===== src/rtl/spi_sram_arb_pkg.sv =====
`default_nettype none
// ============================================================================
// Module      : spi_sram_arb_pkg
// Description : Shared types and widths for the two-port SPI SRAM arbiter.
// Revision    : 1.0 - initial release
// ============================================================================
package spi_sram_arb_pkg;

    localparam int ADDR_W = 24;
    localparam int DATA_W = 8;

    // Arbiter FSM states: waiting for a request, or serving port 0 / port 1
    typedef enum logic [1:0] {
        IDLE  = 2'd0,
        BUSY0 = 2'd1,
        BUSY1 = 2'd2
    } state_t;

    // Requester identifier
    typedef logic port_t;

    localparam port_t PORT0 = 1'b0;
    localparam port_t PORT1 = 1'b1;

endpackage
`default_nettype wire


===== src/rtl/spi_sram_arb_pick.sv =====
`default_nettype none
// ============================================================================
// Module      : spi_sram_arb_pick
// Description : Combinational winner selection for the two-port arbiter.
//               Rules in order: single requester, starvation bound, lock of
//               the previous holder, then fixed or round-robin tie-break.
// Revision    : 1.0 - initial release
// ============================================================================
module spi_sram_arb_pick
    import spi_sram_arb_pkg::*;
#(
    parameter bit          PRIO_PORT0 = 1'b1,
    parameter int unsigned STARVE_MAX = 4
) (
    input  logic       i_req0,
    input  logic       i_req1,
    input  port_t      i_last_grant,
    input  logic       i_lock_flag,
    input  logic [3:0] i_starve_cnt,
    output port_t      o_winner
);

    localparam logic [3:0] c_starve_max = 4'(STARVE_MAX);

    // Priority-ordered selection; the result is only meaningful when a request is present
    always_comb begin
        o_winner = PORT0;
        if (i_req0 && !i_req1) begin
            o_winner = PORT0;
        end else if (i_req1 && !i_req0) begin
            o_winner = PORT1;
        end else if (i_starve_cnt == c_starve_max) begin
            // Both requesting and the last holder used up its run: hand over
            o_winner = ~i_last_grant;
        end else if (i_lock_flag) begin
            o_winner = i_last_grant;
        end else if (PRIO_PORT0) begin
            o_winner = PORT0;
        end else begin
            o_winner = ~i_last_grant;
        end
    end

endmodule
`default_nettype wire


===== src/rtl/spi_sram_arbiter.sv =====
`default_nettype none
// ============================================================================
// Module      : spi_sram_arbiter
// Description : Shares one spi_sram_master memory port between the CPU
//               (port 0) and a secondary requester (port 1). Holds the
//               IDLE/BUSY FSM, starvation counter, lock flag and muxing.
// Revision    : 1.0 - initial release
// ============================================================================
module spi_sram_arbiter
    import spi_sram_arb_pkg::*;
#(
    parameter bit          PRIO_PORT0 = 1'b1,
    parameter int unsigned STARVE_MAX = 4
) (
    input  logic              clk,
    input  logic              rst,
    input  logic              req0,
    input  logic              req1,
    input  logic              lock0,
    input  logic              lock1,
    input  logic [ADDR_W-1:0] addr0,
    input  logic [ADDR_W-1:0] addr1,
    input  logic              wr0,
    input  logic              wr1,
    input  logic [DATA_W-1:0] wdata0,
    input  logic [DATA_W-1:0] wdata1,
    output logic              ack0,
    output logic              ack1,
    output logic [DATA_W-1:0] rdata,
    output logic [ADDR_W-1:0] mem_addr,
    output logic              mem_en,
    output logic              mem_wr,
    output logic [DATA_W-1:0] mem_wdata,
    input  logic [DATA_W-1:0] mem_rdata,
    input  logic              ready
);

    localparam logic [3:0] c_starve_max = 4'(STARVE_MAX);

    state_t            r_state;
    state_t            w_state_next;
    port_t             r_last_grant;
    logic              r_lock_flag;
    logic [3:0]        r_starve_cnt;
    logic [ADDR_W-1:0] r_mem_addr;
    logic              r_mem_wr;
    logic [DATA_W-1:0] r_mem_wdata;
    port_t             w_winner;
    logic              w_grant;
    logic              w_other_req;

    spi_sram_arb_pick #(
        .PRIO_PORT0 (PRIO_PORT0),
        .STARVE_MAX (STARVE_MAX)
    ) u_pick (
        .i_req0       (req0),
        .i_req1       (req1),
        .i_last_grant (r_last_grant),
        .i_lock_flag  (r_lock_flag),
        .i_starve_cnt (r_starve_cnt),
        .o_winner     (w_winner)
    );

    // The loser of the current grant: is it also waiting?
    assign w_other_req = (w_winner == PORT1) ? req0 : req1;

    // Memory request fields are captured at grant so they stay frozen through BUSY
    assign mem_en    = (r_state != IDLE);
    assign mem_addr  = r_mem_addr;
    assign mem_wr    = r_mem_wr;
    assign mem_wdata = r_mem_wdata;

    // State register
    always_ff @(posedge clk) begin
        if (rst) begin
            r_state <= IDLE;
        end else begin
            r_state <= w_state_next;
        end
    end

    // Next state, grant strobe and the unregistered completion path
    always_comb begin
        w_state_next = r_state;
        w_grant      = 1'b0;
        ack0         = 1'b0;
        ack1         = 1'b0;
        rdata        = '0;
        case (r_state)
            IDLE: begin
                if (req0 || req1) begin
                    w_grant      = 1'b1;
                    w_state_next = (w_winner == PORT1) ? BUSY1 : BUSY0;
                end
            end
            BUSY0: begin
                if (ready) begin
                    // A reset in the same cycle aborts the access without an ack
                    ack0         = ~rst;
                    rdata        = rst ? '0 : mem_rdata;
                    w_state_next = IDLE;
                end
            end
            BUSY1: begin
                if (ready) begin
                    ack1         = ~rst;
                    rdata        = rst ? '0 : mem_rdata;
                    w_state_next = IDLE;
                end
            end
            default: begin
                w_state_next = IDLE;
            end
        endcase
    end

    // Grant bookkeeping: last holder, lock, starvation run length and captured request
    always_ff @(posedge clk) begin
        if (rst) begin
            r_last_grant <= PORT1;
            r_lock_flag  <= 1'b0;
            r_starve_cnt <= 4'd0;
            r_mem_addr   <= '0;
            r_mem_wr     <= 1'b0;
            r_mem_wdata  <= '0;
        end else if (w_grant) begin
            r_last_grant <= w_winner;
            r_lock_flag  <= (w_winner == PORT1) ? lock1 : lock0;
            if ((w_winner == r_last_grant) && w_other_req) begin
                r_starve_cnt <= (r_starve_cnt == c_starve_max) ? r_starve_cnt
                                                               : r_starve_cnt + 4'd1;
            end else begin
                r_starve_cnt <= 4'd1;
            end
            r_mem_addr  <= (w_winner == PORT1) ? addr1  : addr0;
            r_mem_wr    <= (w_winner == PORT1) ? wr1    : wr0;
            r_mem_wdata <= (w_winner == PORT1) ? wdata1 : wdata0;
        end
    end

endmodule
`default_nettype wire


===== config.mk =====
export PLATFORM = sky130hd
export DESIGN_NAME = spi_sram_arbiter
export DESIGN_NICKNAME = d
export VERILOG_FILES = /design/src/rtl/spi_sram_arb_pkg.sv /design/src/rtl/spi_sram_arb_pick.sv /design/src/rtl/spi_sram_arbiter.sv
export SDC_FILE = /design/constraint.sdc
export NUM_CORES = 1
export LEC_CHECK = 0
export BUFFER_PORTS_ARGS = -buffer_cell sky130_fd_sc_hd__buf_2
export CAP_MARGIN = 15
export CORE_UTILIZATION = 45
export CTS_BUF_LIST = sky130_fd_sc_hd__clkbuf_8
export DETAILED_ROUTE_END_ITERATION = 8
export GPL_ROUTABILITY_DRIVEN = 1
export GPL_TIMING_DRIVEN = 1
export PLACE_DENSITY = 0.83
export SLEW_MARGIN = 20
export SYNTH_ARGS = -nofsm -noshare
export SYNTH_HDL_FRONTEND = slang
export SYNTH_HIERARCHICAL = 1
export SYNTH_SLANG_ARGS = --single-unit

===== constraint.sdc =====
create_clock -name clk -period 2.7 [get_ports clk]
set_clock_uncertainty 0.15 [all_clocks]
set_input_delay 0.27 -clock clk [delete_from_list [all_inputs] [get_ports clk]]
set_output_delay 0.27 -clock clk [all_outputs]
set_load 0.05 [all_outputs]

==> impl_results.md <==
- M1 WL: 2070 um
- Startpoint Class: flop
- Initial antenna violation count: 0
- Drt total wl: 4950 um
- Hpwl dp: 3670 um
- Width of the die: 70.2 um
- Area of the multi-input gates: 1150 um2
- Top-area cell type share of the netlist area: 0.392
- Wire length on met3: around 230 um
- Total die area: 4930 um2
- Nets@finish: 426
- Syn Std Cell Area: 2090 um2
- Largest net degree at the start of global routing: 43
- Diode count: 0
- Final Hold Viols: 0
- Vias in the first global route: roughly 1900
- Peak VDD IR: ~0.47 mV
- Synth area leader: dfxtp_1
- Commonest non-fill, non-tap cell in the layout: buf_2
- Critical Path Slowest Stage Cell: dfxtp_1
- Non-filler cells, final: 393
- Syn Nets: 307
- H-tree Lvls: 2
- Status: complete, no violations
- Actual slew at the worst max-slew pin: between 0.6 and 0.7 ns
- Power Dens Cells: approximately 750 nW/um2
- Clk_lat worst skew: 0.29 ns
- CP Class: flop to flop
- Antenna Nets Post-Route: 0
- CP peak stage delay: 0.38 ns
- Total GRT Usage: 0.209
- CP Data Required Time: 2.74 ns
- # IOs: 125
- Post-CTS setup buffer count: 0
- CTS Sinks: 41
- Final-report setup violation count: 0
- Clock tree buffer depth: 2
- Fin crit share: 0.864
- Mapped Cells: 221
- First-pass GRT wire length: 8270 um
- Num rows: 24
- Relative slew slack: 0.595
- Layout cells sized above 1: 0.434
- R2r setup slk: approximately 0.37 ns
- Hold buffer count at cts: 0
- Arrival time worst endpoint: 2.37 ns
- Port-buffer cells: 124
- FMAX: roughly 430 MHz
- RePlAce Congestion: 0.718
- Post-CTS Resized: 0
- Largest cells by area after synthesis: dfxtp_1 39%, mux2i_1 17%, a211oi_1 9.7%
- Minimum clock period: 2.33 ns
- GR Overflow Total: 0
- Setup tns final: 0 ns
- Crit-path cells: nor4b_4 > mux2i_1 > maj3_2 > buf_12 > nand3_1 > nand2_2 > a41oi_1 > and2_1
- Inst Count DP: 385
- Most frequent cells in the layout: 124 x buf_2, 41 x dfxtp_1, 38 x nor2_1, 35 x mux2i_1, 27 x a211oi_1
- Crit-path max FO: 38
- Fill cells: 386
- Yosys warning count: 6
- RSZ-0062 raised after global routing: no
- Wire length on met2: 2550 um
- Number of synthesized register bits: 41
- Seq/Total Area, Yosys: 0.392
- DR pass1 iterations: 4
- Register area: 821 um2
- Area grow syn2layout: 36.9%
- Inserted Clock Buffers: 5
- # Max-Cap Violations: 0
- Avg WL per Cell: 12.6 um
- Root buffer cell: clkbuf_8
- Area of the core: approximately 4400 um2
- Synth unique cells: 34
- Routed via count: 2004
- Remaining DRCs: 0
- First DRT Iteration DRCs: 52
- Crit end category: flop
- Lkg Pwr: 1.43 nW
- Starting Density: 0.474
- CTS tree: built
- Top routing layer used: met4
- Max-slew violations: 0
- Die Y: around 70 um
- Mapped Avg Cell Area: 9.47 um2
- Vias per cell: between 5 and 6
- Type of the worst min-delay path: primary input to flop
- Clock-pin slew on the worst setup and hold paths: 0.08 ns
-- flip-flops by register name, summed over array words and instances (netlist names) --
register      count
r_starve_cnt      4
mem_addr         24
mem_wdata         8
r_lock_flag       1
r_state           2
r_last_grant      1
mem_wr            1
-- final cells by class --
class,instances,share of cell area
repair buffers,128,0.240
clock inverters,2,0.0118
multi-input cells,157,0.401
inverters,7,0.00917
clock buffers,6,0.0288
flip-flops and latches,41,0.286
well taps,52,0.0227
-- final timing paths --
path / from / end / cells after the start
hold reg to reg: mem_wdata[5]$_SDFFE_PP0P_ / mem_wdata[5]$_SDFFE_PP0P_ / 2
hold / removal: addr0[23] / mem_addr[23]$_SDFFE_PP0P_ / 3
setup / recovery: r_starve_cnt[1]$_SDFFE_PP0P_ / r_starve_cnt[0]$_SDFFE_PP0P_ / 8
setup reg to reg: r_starve_cnt[1]$_SDFFE_PP0P_ / r_starve_cnt[0]$_SDFFE_PP0P_ / 8
-- cells in the mapped netlist --
cell type	instances
nand2_2	1
nor3_1	2
nor2_4	1
a41oi_1	1
nor2_1	38
a21o_1	1
and3_1	8
clkbuf_1	5
inv_1	6
mux2i_1	35
nand3_1	2
maj3_2	1
buf_2	6
or3b_1	1
buf_6	3
a211oi_1	27
o21ai_1	1
nor4b_4	1
nor2b_1	2
a22oi_1	1
ha_1	5
or3_1	1
nand4_1	2
a21oi_1	6
and2_1	3
o21ai_0	2
buf_4	2
nand2_1	4
nand2b_1	1
a211oi_2	7
o32ai_2	1
nand3b_1	2
dfxtp_1	41
inv_2	1
-- worst max-delay path, delay by kind of cell (launching register included) --
family                     cells  cell delay [ns]
and+or+nand+nor                4             0.81
DFF                            1             0.38
adders and majority gates      1             0.27
muxes                          1             0.25
buffers and inverters          1             0.25
AOI/OAI and AO/OA              1             0.12
-- metrics by stage --
| step | cell area (um2) | total power, mW | worst slack, ns | utilization | hold slack, ns |
|---|---|---|---|---|---|
| floorplan | 2090 | 1.44 | 0.632 | - | 0.328 |
| global placement | 2750 | 1.64 | 0.485 | 0.623 | 0.334 |
| detailed placement | 2750 | 1.66 | 0.370 | 0.623 | 0.338 |
| CTS | 2870 | 2.17 | 0.359 | 0.649 | 0.159 |
| global route | 2870 | 2.27 | 0.234 | 0.649 | 0.177 |
| finish | 2870 | 2.15 | 0.367 | 0.649 | 0.160 |
-- routing by layer --
metal | track usage | vias up
met3 | 0.0491 | 9
met4 | 0.0911 | 0
li1 | - | 1034
met2 | 0.370 | 73
met1 | 0.238 | 888
met5 | 0 | -
-- where the power goes --
group / switching, mW / leakage (nW) / internal [mW]
Combinational: 0.610 / 1.03 / 0.281
Sequential: 0.0520 / 0.341 / 0.701
Clock: 0.208 / 0.0626 / 0.298
-- kinds of logic after synthesis --
group,synth area share
adder cells (fa/ha/maj),0.0353
AND/OR/NAND/NOR,0.167
buffers and inverters,0.0592
multiplexers,0.167
AO/OA/AOI/OAI,0.179
flip-flops,0.392
(Power assumes the default switching activity.)
